### src/rtl/mult_dot_accum.sv
// mult_dot_accum: sequential dot-product engine.
// Feeds 4-bit operand pairs to an external combinational 4x4 multiplier through
// registers. Accumulates the 8-bit products and returns the sum over valid/ready.
module mult_dot_accum #(
    parameter int ACC_W = 12,
    parameter int LEN_W = 4
) (
    input  logic             clk,
    input  logic             rst,
    input  logic             start,
    input  logic [LEN_W-1:0] len,
    input  logic             in_valid,
    output logic             in_ready,
    input  logic [3:0]       in_x,
    input  logic [3:0]       in_y,
    output logic [3:0]       mul_x,
    output logic [3:0]       mul_y,
    input  logic [7:0]       mul_p,
    output logic             out_valid,
    input  logic             out_ready,
    output logic [ACC_W-1:0] out_sum,
    output logic             out_ovf,
    output logic             busy
);

    typedef enum logic [1:0] {
        IDLE  = 2'd0,
        RUN   = 2'd1,
        DRAIN = 2'd2,
        DONE  = 2'd3
    } state_t;

    state_t           state;
    logic [ACC_W-1:0] acc;
    logic             ovf;
    logic [LEN_W-1:0] rem;
    logic             op_vld;
    logic [ACC_W:0]   sum_ext;
    logic             accept;

    // A pair is taken only while RUN holds in_ready high.
    assign accept = in_valid && (state == RUN);

    // The sum is one bit wider than acc, so the carry out of bit ACC_W-1 lands in its top bit.
    assign sum_ext = {1'b0, acc} + {{(ACC_W-7){1'b0}}, mul_p};

    // Control FSM, operand registers and accumulator share one clocked process.
    always_ff @(posedge clk) begin
        if (rst) begin
            state  <= IDLE;
            acc    <= '0;
            ovf    <= 1'b0;
            rem    <= '0;
            op_vld <= 1'b0;
            mul_x  <= '0;
            mul_y  <= '0;
        end else begin
            // NOTE: non-blocking assignments; a later assignment in this block
            // overrides an earlier one, so the clear on start wins over accumulate.
            if (op_vld) begin
                acc <= sum_ext[ACC_W-1:0];
                if (sum_ext[ACC_W]) begin
                    ovf <= 1'b1;
                end
            end

            case (state)
                IDLE: begin
                    if (start) begin
                        acc    <= '0;
                        ovf    <= 1'b0;
                        rem    <= len;
                        op_vld <= 1'b0;
                        state  <= (len == '0) ? DONE : RUN;
                    end
                end
                RUN: begin
                    if (accept) begin
                        mul_x  <= in_x;
                        mul_y  <= in_y;
                        op_vld <= 1'b1;
                        rem    <= rem - 1'b1;
                        if (rem == LEN_W'(1)) begin
                            state <= DRAIN;
                        end
                    end else begin
                        op_vld <= 1'b0;
                    end
                end
                DRAIN: begin
                    // The last product is added on this edge by the accumulate logic above.
                    op_vld <= 1'b0;
                    state  <= DONE;
                end
                DONE: begin
                    if (out_ready) begin
                        state <= IDLE;
                    end
                end
                default: state <= IDLE;
            endcase
        end
    end

    // Handshake and status flags decode directly from the state register.
    assign in_ready  = (state == RUN);
    assign out_valid = (state == DONE);
    assign busy      = (state != IDLE);
    assign out_sum   = acc;
    assign out_ovf   = ovf;

endmodule

### config.mk
export PLATFORM = sky130hd
export DESIGN_NAME = mult_dot_accum
export DESIGN_NICKNAME = d
export VERILOG_FILES = /design/src/rtl/mult_dot_accum.sv
export SDC_FILE = /design/constraint.sdc
export NUM_CORES = 1
export LEC_CHECK = 0
export BUFFER_PORTS_ARGS = -buffer_cell sky130_fd_sc_hd__buf_2
export CAP_MARGIN = 20
export CORE_MARGIN = 2
export CORE_UTILIZATION = 50
export CTS_BUF_LIST = sky130_fd_sc_hd__clkbuf_16
export DETAILED_ROUTE_END_ITERATION = 6
export HOLD_SLACK_MARGIN = 0.06
export PLACE_DENSITY = 0.78
export SLEW_MARGIN = 20
export SYNTH_ARGS = -nofsm -noshare
export SYNTH_HDL_FRONTEND = slang
export SYNTH_SLANG_ARGS = --single-unit
### constraint.sdc
create_clock -name clk -period 2 [get_ports clk]
set_input_delay 0.4 -clock clk [delete_from_list [all_inputs] [get_ports clk]]
set_output_delay 0.4 -clock clk [all_outputs]
set_load 0.1 [all_outputs]
Word level (Yosys, flattened, before mapping)
Index checks and enable logic that the tools add are counted.

Add/sub/neg operators: 2. $mul: 0. Divide/modulo/power cells: 0. Magnitude comparators: 0. Eq/ne operators: 8. Shift-type cells: 0. Mux-type cells: 19. Bitwise logic cells: 0. Reduce and logical (&&, ||, !) cells: 10.

Operators by type and width (number): $mux 12 (3); $add 12x8->13 (1); $mux 2 (5); $mux 4 (2); $pmux 2 s4 (1); $pmux 4 s2 (1); $mux 1 (6); $ne 2x1->1 const B (3); $eq 2x2->1 const B (2); $eq 4x1->1 const B (1); $logic_not 4->1 (1); $reduce_and 2->1 (2); $reduce_and 4->1 (1); $reduce_bool 2->1 (2); $sub 4x1->4 const B (1); $pmux 1 s3 (1); $reduce_and 3->1 (1); $reduce_bool 3->1 (1); $eq 2x1->1 const B (1); $logic_not 2->1 (1); $ne 2x2->1 const B (1); $logic_and 1x1->1 (1).

Register bits after elaboration: 28. Latch bits: 0. Bits in writable memories: 0. ROM bits: 0. Bits of input ports: 25. Output and inout bits: 24. Word-level logic and storage cells: 46. Memories: 0.

Logic depth before layout (Yosys ltp)
Gate-level depths: netlist (run 1).

Depth after elaboration: 5. Depth in mapped cells: 8. Gate-level depth less buffers: 6.

Least setup slack after synthesis (run 1)
Ideal clock, no wire load.

Kind: register to register. Start point: register acc[1], in the netlist out_sum[1]. End point: register acc[7], in the netlist out_sum[7]. Library setup time: 0.065 ns. Arrival time: 2.410 ns. Data required time: 1.935 ns. Slack: -0.474 ns. Cell stages (with the launch flop): 6. Buffers on the path: 0. Clock period less this slack: 2.474 ns. Cells stage by stage: dfxtp_1 ha_1 a211oi_1 o21ai_0 a311o_1 nand3_1.

Word-level cells in the longest chain between the ends: 4.

RTL lines: from (decl) (RTL line 34) `logic [ACC_W-1:0] acc;`; from (signal assigned) (RTL line 61) `acc <= sum_ext[ACC_W-1:0];`; $add 12x8->13 (*) (RTL line 45) `assign sum_ext = {1'b0, acc} + {{(ACC_W-7){1'b0}}, mul_p};`; $mux 12 (*) (RTL line 60) `if (op_vld) begin`; $mux 12 (RTL line 69) `if (start) begin`; $mux 12 (*) (RTL line 67) `case (state)`.

Every way passes the cells marked *; elsewhere a longest branch is shown, timed or not. A chain may end at the register's enable or synchronous reset.

Worst setup path after layout (run 1)
Start point: register state[0]. End point: output port busy.

Word-level cells in the longest chain between the ends: 1.

RTL lines: from (decl) (RTL line 33) `state_t state;`; from (signal assigned) (RTL line 74) `state <= (len == '0) ? DONE : RUN;`; $reduce_bool 2->1 (RTL line 108) `assign busy = (state != IDLE);`; to (decl) (RTL line 23) `output logic busy`.

Every way passes these cells.

==> flow_metrics.env, run 1 <==
export IMPL_cts_buffer_depth=2
export IMPL_fmax_mhz=538
export IMPL_vias=1654
export IMPL_syn_area_sq_um=1660
export IMPL_cp_max_fo=9
export IMPL_grt_antenna_before_repair=0
export IMPL_worst_endpoint_required_ps=1600
export IMPL_synth_most_common_cell="dfxtp_1"
export IMPL_clk_pin_slew_ps=70
export IMPL_ff_latch_area_sq_um=589
export IMPL_drive_gt1_frac=0.322
export IMPL_setup_viol=0
export IMPL_cts_setup_buffers=0
export IMPL_routabilityCongestion=0.831
export IMPL_rows=20
export IMPL_fill_cells=280
export IMPL_grt_pass1_wl_um=6460
export IMPL_place_ws_ps=-25.0
export IMPL_cts_root_buf="clkbuf_16"
export IMPL_cellLeakagePower_nw=0.969
export IMPL_die_y_um=61.6
export IMPL_hold_start="in_y[2]"
export IMPL_worstPathArrival_ps=1460
export IMPL_synth_avg_cell_area_sq_um=8.23
export IMPL_r2r_end="out_sum[11]"
export IMPL_fin_hold_ws_ps=365
export IMPL_cts_buffers=3
export IMPL_hold_depth=3
export IMPL_core_area_sq_um=3100
export IMPL_dieArea_sq_um=3800
export IMPL_die_width_um=61.6
export IMPL_clock_sinks=28
export IMPL_ir_worst_vdd_mv=0.754
export IMPL_synth_seq_area_share=0.337
export IMPL_worst_hold_path_type="in -> reg"
export IMPL_synthSimpleGateAreaFrac=0.203
export IMPL_h_tree_depth=1
export IMPL_post_synth_most_frequent_cells="dfxtp_1 (28), nand2_1 (26), a21oi_1 (23)"
export IMPL_finalWirelength_um=3890
export IMPL_critPathLaunchType="flop"
export IMPL_io_buffers=48
export IMPL_fin_skew_ps=4.74
export IMPL_multiInputGateArea_sq_um=1030
export IMPL_initial_utilization=0.535
export IMPL_synth_compound_area_frac=0.243
export IMPL_yosysWarnings=0
export IMPL_synth_edf_count=0
export IMPL_ant_nets=0
export IMPL_synthXorXnorAreaFrac=0.0158
export IMPL_power_density_nw_per_um2=1180
export IMPL_grt_overflow_total=0
export IMPL_drc=0
export IMPL_cts_tree="built"
export IMPL_synthAdderAreaFrac=0.117
export IMPL_relSlewSlack=0.648
export IMPL_first_iter_violations=65
export IMPL_rrSetupSlack_ps=140
export IMPL_grt_max_degree=17
export IMPL_dp_hpwl_um=2880
export IMPL_rsz0062_at_grt="no"
export IMPL_synth_top_cell_by_area="dfxtp_1"
export IMPL_final_hold_viol_count=0
export IMPL_worst_pin_slew_ps=525
export IMPL_synth_top_family_by_area="compound AO/OA/AOI/OAI gates"
export IMPL_viasPerCell=5.42
export IMPL_path_class="reg -> out"
export IMPL_synth_top_cell_area_share=0.337
export IMPL_track_usage=0.225
export IMPL_min_period_ps=1860
export IMPL_dr_pass1_iters=4
export IMPL_reg2regPathDepth=5
export IMPL_io_pins=49
export IMPL_synth_area_leaders="dfxtp_1 (34%), ha_1 (11%), a21oi_1 (6.9%)"
export IMPL_layout_setup_ws_ps=140
export IMPL_rr_startpoint="out_sum[4]"
export IMPL_outcome="finished clean"
export IMPL_antennaDiodeCount=0
export IMPL_finalCritPeriodShare=0.930
export IMPL_min_to="mul_y[2]"
export IMPL_syn_nets=242
export IMPL_ys_flop_type="dfxtp_1"
export IMPL_ys_async_sr_fraction=0
export IMPL_synth_cells=202
export IMPL_final_nets=302
export IMPL_report_final_slew_viol_count=0
export IMPL_clkLatencyLatePin_ps=270
export IMPL_yosysUniqueCellTypes=42
export IMPL_synthMuxAreaShare=0.0369
export IMPL_synth_ff_latch_count=28
export IMPL_max_cap_violations=0
export IMPL_grt_pass1_vias=1458
export IMPL_area_growth_pct=31.2
export IMPL_avgRoutedWirePerCell_um=12.8
export IMPL_end_kind="output pin"
-- worst max-delay path by stage --
| stage | startpoint | depth (start not counted) | to |
|---|---|---|---|
| final | state[0] | 4 | busy |
| after floorplan | state[1] | 7 | rem[2] |
| after global placement | mul_p[0] | 7 | out_ovf |
| after CTS | state[1] | 3 | in_ready |
| after global routing | rem[0] | 5 | state[1] |
| after detailed placement | mul_p[0] | 7 | out_ovf |
-- state kept, by name, summed over array words and instances, names as in the netlist --
register and count:
out_sum 12, out_ovf 1, rem 4, op_vld 1
mul_x 4, state 2, mul_y 4
-- critical path, stage by stage (launching register included) --
cell	delay, ps
dfxtp_1	400
inv_1	90
ha_1	300
inv_1	80
clkbuf_4	320
-- cell usage in the layout (no fill, tap or decap), types with 3 or more instances in the layout --
| cell | n |
|---|---|
| a211oi_1 | 7 |
| a21oi_1 | 23 |
| buf_2 | 46 |
| buf_4 | 15 |
| clkbuf_16 | 4 |
| dfxtp_1 | 19 |
| dfxtp_4 | 7 |
| ha_1 | 13 |
| inv_1 | 11 |
| mux2i_1 | 5 |
| nand2_1 | 26 |
| nand2b_1 | 3 |
| nand3_1 | 7 |
| nand3b_1 | 4 |
| nor2_1 | 15 |
| nor2b_1 | 5 |
| o211ai_1 | 3 |
| o21ai_0 | 9 |
-- kinds of logic after synthesis --
family | after synthesis
and+or+nand+nor | 70
xor gates and xnor gates | 3
muxes | 6
DFF | 28
adders and majority gates | 15
buffers and inverters | 20
AOI/OAI and AO/OA | 60
-- layer usage --
metal,track usage,vias up,wire [um]
met5,0,-,0
met4,0.0638,0,44
met3,0.0252,5,138
met2,0.365,37,1840
li1,-,844,-
met1,0.315,768,1870
-- metrics by stage --
step                utilization  setup TNS (ps)  instance area (sq um)  std cells  total power (W)
floorplan                     -               0                   1690        202          0.00176
global placement          0.667               0                   2070        301          0.00200
detailed placement        0.667           -32.8                   2070        301          0.00202
CTS                       0.699               0                   2170        305          0.00258
global route              0.703               0                   2180        305          0.00275
finish                    0.703               0                   2180        305          0.00258
-- power breakdown --
| group | switching, W | internal, W |
|---|---|---|
| clock network | 0.000196 | 0.000349 |
| logic | 0.000891 | 0.000424 |
| registers | 0.0000801 | 0.000640 |
| total | 0.00117 | 0.00141 |
-- what timing repair did --
action | 4_1_cts | 5_1_grt
hold buffers | 0 | 0
setup endpoints to repair | 0 | 4
resized for setup | 0 | 3
-- cell type report --
| class | count | area share |
|---|---|---|
| Clock buffer | 4 | 0.0459 |
| Inverter | 12 | 0.0207 |
| Multi-Input combinational cell | 154 | 0.474 |
| Sequential cell | 28 | 0.270 |
| Tap cell | 44 | 0.0252 |
| Timing Repair Buffer | 63 | 0.164 |
(Power assumes the default switching activity.)
==> run 2: changes to the inputs <==
Settings changed: CORE_UTILIZATION 50 to 45, PLACE_DENSITY 0.78 to 0.71.
==> run 2 against run 1 <==
Sequential cell count unchanged. Wire length increased by 0.46%. Largest power group unchanged. Critical path type unchanged. Clock skew fell by 2.8 ps. Setup slack worse by 74 ps. Cell count increased by 0.98%. Cell area decreased by 0.34%.
==> flow_metrics.env, run 2 (synthesis results as in run 1) <==
export IMPL_setup_viol=0
export IMPL_largest_reg_flops=12
export IMPL_path_class="reg -> out"
export IMPL_cp_max_fo=13
export IMPL_track_usage=0.199
export IMPL_finalWirelength_um=3910
export IMPL_first_iter_violations=105
export IMPL_grt_antenna_before_repair=0
export IMPL_setup_tns_final_ps=0
export IMPL_avgRoutedWirePerCell_um=12.7
export IMPL_report_final_slew_viol_count=0
export IMPL_initial_utilization=0.461
export IMPL_mostFrequentLayoutCell="buf_2"
export IMPL_reg2regPathDepth=5
export IMPL_dr_pass1_iters=4
export IMPL_cellLeakagePower_nw=0.964
export IMPL_fmax_mhz=517
export IMPL_worstPathArrival_ps=1530
export IMPL_power_density_nw_per_um2=1180
export IMPL_min_to="mul_x[0]"
export IMPL_finish_utilization=0.603
export IMPL_cts_buffers=3
export IMPL_critPathLaunchType="flop"
export IMPL_worst_hold_path_type="in -> reg"
export IMPL_dpl_cell_area_sq_um=2070
export IMPL_grt_pass1_vias=1522
export IMPL_clkLatencyLatePin_ps=260
export IMPL_rr_startpoint="rem[0]"
export IMPL_mostFrequentLayoutCells="buf_2 (48), nand2_1 (26), a21oi_1 (23), dfxtp_1 (19), nor2_1 (15)"
export IMPL_hold_start="in_x[0]"
export IMPL_rsz0062_at_grt="no"
export IMPL_ant_nets=0
export IMPL_route_met2_wl_um=1780
export IMPL_slowest_stage="buf_2"
export IMPL_viasPerCell=5.16
export IMPL_cp_cell_sequence="inv_1 > ha_2 > buf_2"
export IMPL_antennaDiodeCount=0
export IMPL_io_buffers=48
export IMPL_die_width_um=64.8
export IMPL_relSlewSlack=0.667
export IMPL_final_hold_viol_count=0
export IMPL_die_y_um=64.8
export IMPL_io_pins=49
export IMPL_wl_met1_um=1930
export IMPL_final_nets=301
export IMPL_clock_sinks=28
export IMPL_outcome="finished clean"
export IMPL_finalCritPeriodShare=0.967
export IMPL_rrSetupSlack_ps=150
export IMPL_core_area_sq_um=3610
export IMPL_drc=0
export IMPL_power_total_w=0.00255
export IMPL_routabilityCongestion=0.953
export IMPL_vias=1590
export IMPL_cts_tree="built"
export IMPL_met3_length_um=149
export IMPL_rows=22
export IMPL_max_cap_violations=0
export IMPL_worst_endpoint_required_ps=1600
export IMPL_cts_root_buf="clkbuf_16"
export IMPL_hold_depth=3
export IMPL_min_period_ps=1930
export IMPL_h_tree_depth=1
export IMPL_grt_pass1_wl_um=6720
export IMPL_routed_top_layer="met4"
export IMPL_clk_pin_slew_ps=70
export IMPL_post_place_cells=304
export IMPL_fin_skew_ps=1.90
export IMPL_grt_max_degree=17
export IMPL_cts_buffer_depth=2
export IMPL_r2r_end="state[1]"
export IMPL_dieArea_sq_um=4190
export IMPL_grt_overflow_total=0
export IMPL_fin_cells=308
export IMPL_area_growth_pct=30.8
export IMPL_stdcell_area_sq_um=2170
export IMPL_drive_gt1_frac=0.319
export IMPL_end_kind="output pin"
export IMPL_max_stage_delay_ps=490
export IMPL_dp_hpwl_um=2910
export IMPL_ir_worst_vdd_mv=0.938
export IMPL_worst_pin_slew_ps=503
run 2: cell types whose count changed in the layout (fill, tap and decap cells not counted), sizes merged:
cell    before  now
clkbuf       6    4
buf         61   62
run 2: cell type report:
cell class	instances	area, sq um
inverter	12	45.0
multi-input combinational	154	1030
tap	48	60.1
sequential	28	589
clock buffer	4	100
fill	336	1430
timing repair buffer	62	345
run 2: metrics by stage:
step,setup slack (ps),hold slack [ps]
final,65.9,373
after global routing,4.43,371
after CTS,60.9,365
after detailed placement,-70.4,446
after global placement,24.7,441
after floorplan,22.5,463
run 2: worst max-delay path, delay by kind of cell, from the launching register on:
kind                       cells  cell delay, ps
buffers and inverters          2             580
DFF                            1             350
adders and majority gates      1             350
run 2: what timing repair did:
item | CTS | global route
hold buffers | 0 | 0
buffers inserted | 0 | 0
endpoints found under the setup margin | 0 | 1
gates resized for setup | 0 | 1
run 2: routing by layer:
metal / vias to the layer above / GRT usage
li1: 840 / -
met1: 711 / 0.274
met2: 35 / 0.321
met3: 4 / 0.0399
met4: 0 / 0.0479
met5: - / 0
run 2: worst max-delay path by stage:
stage	start	depth (start not counted)	slack [ps]	end
after floorplan	state[1]	7	20	rem[2]
after global placement	mul_p[0]	7	20	out_ovf
after detailed placement	mul_p[0]	7	-70	out_ovf
after CTS	state[1]	3	60	in_ready
after global routing	state[0]	4	4	busy
final	state[1]	3	70	in_ready
run 2: power breakdown:
group	internal (W)	leakage (nW)	total (W)	switching [W]
logic	0.000408	0.680	0.00129	0.000884
registers	0.000640	0.234	0.000725	0.0000848
clock network	0.000348	0.0493	0.000537	0.000189
total	0.00140	0.964	0.00255	0.00116
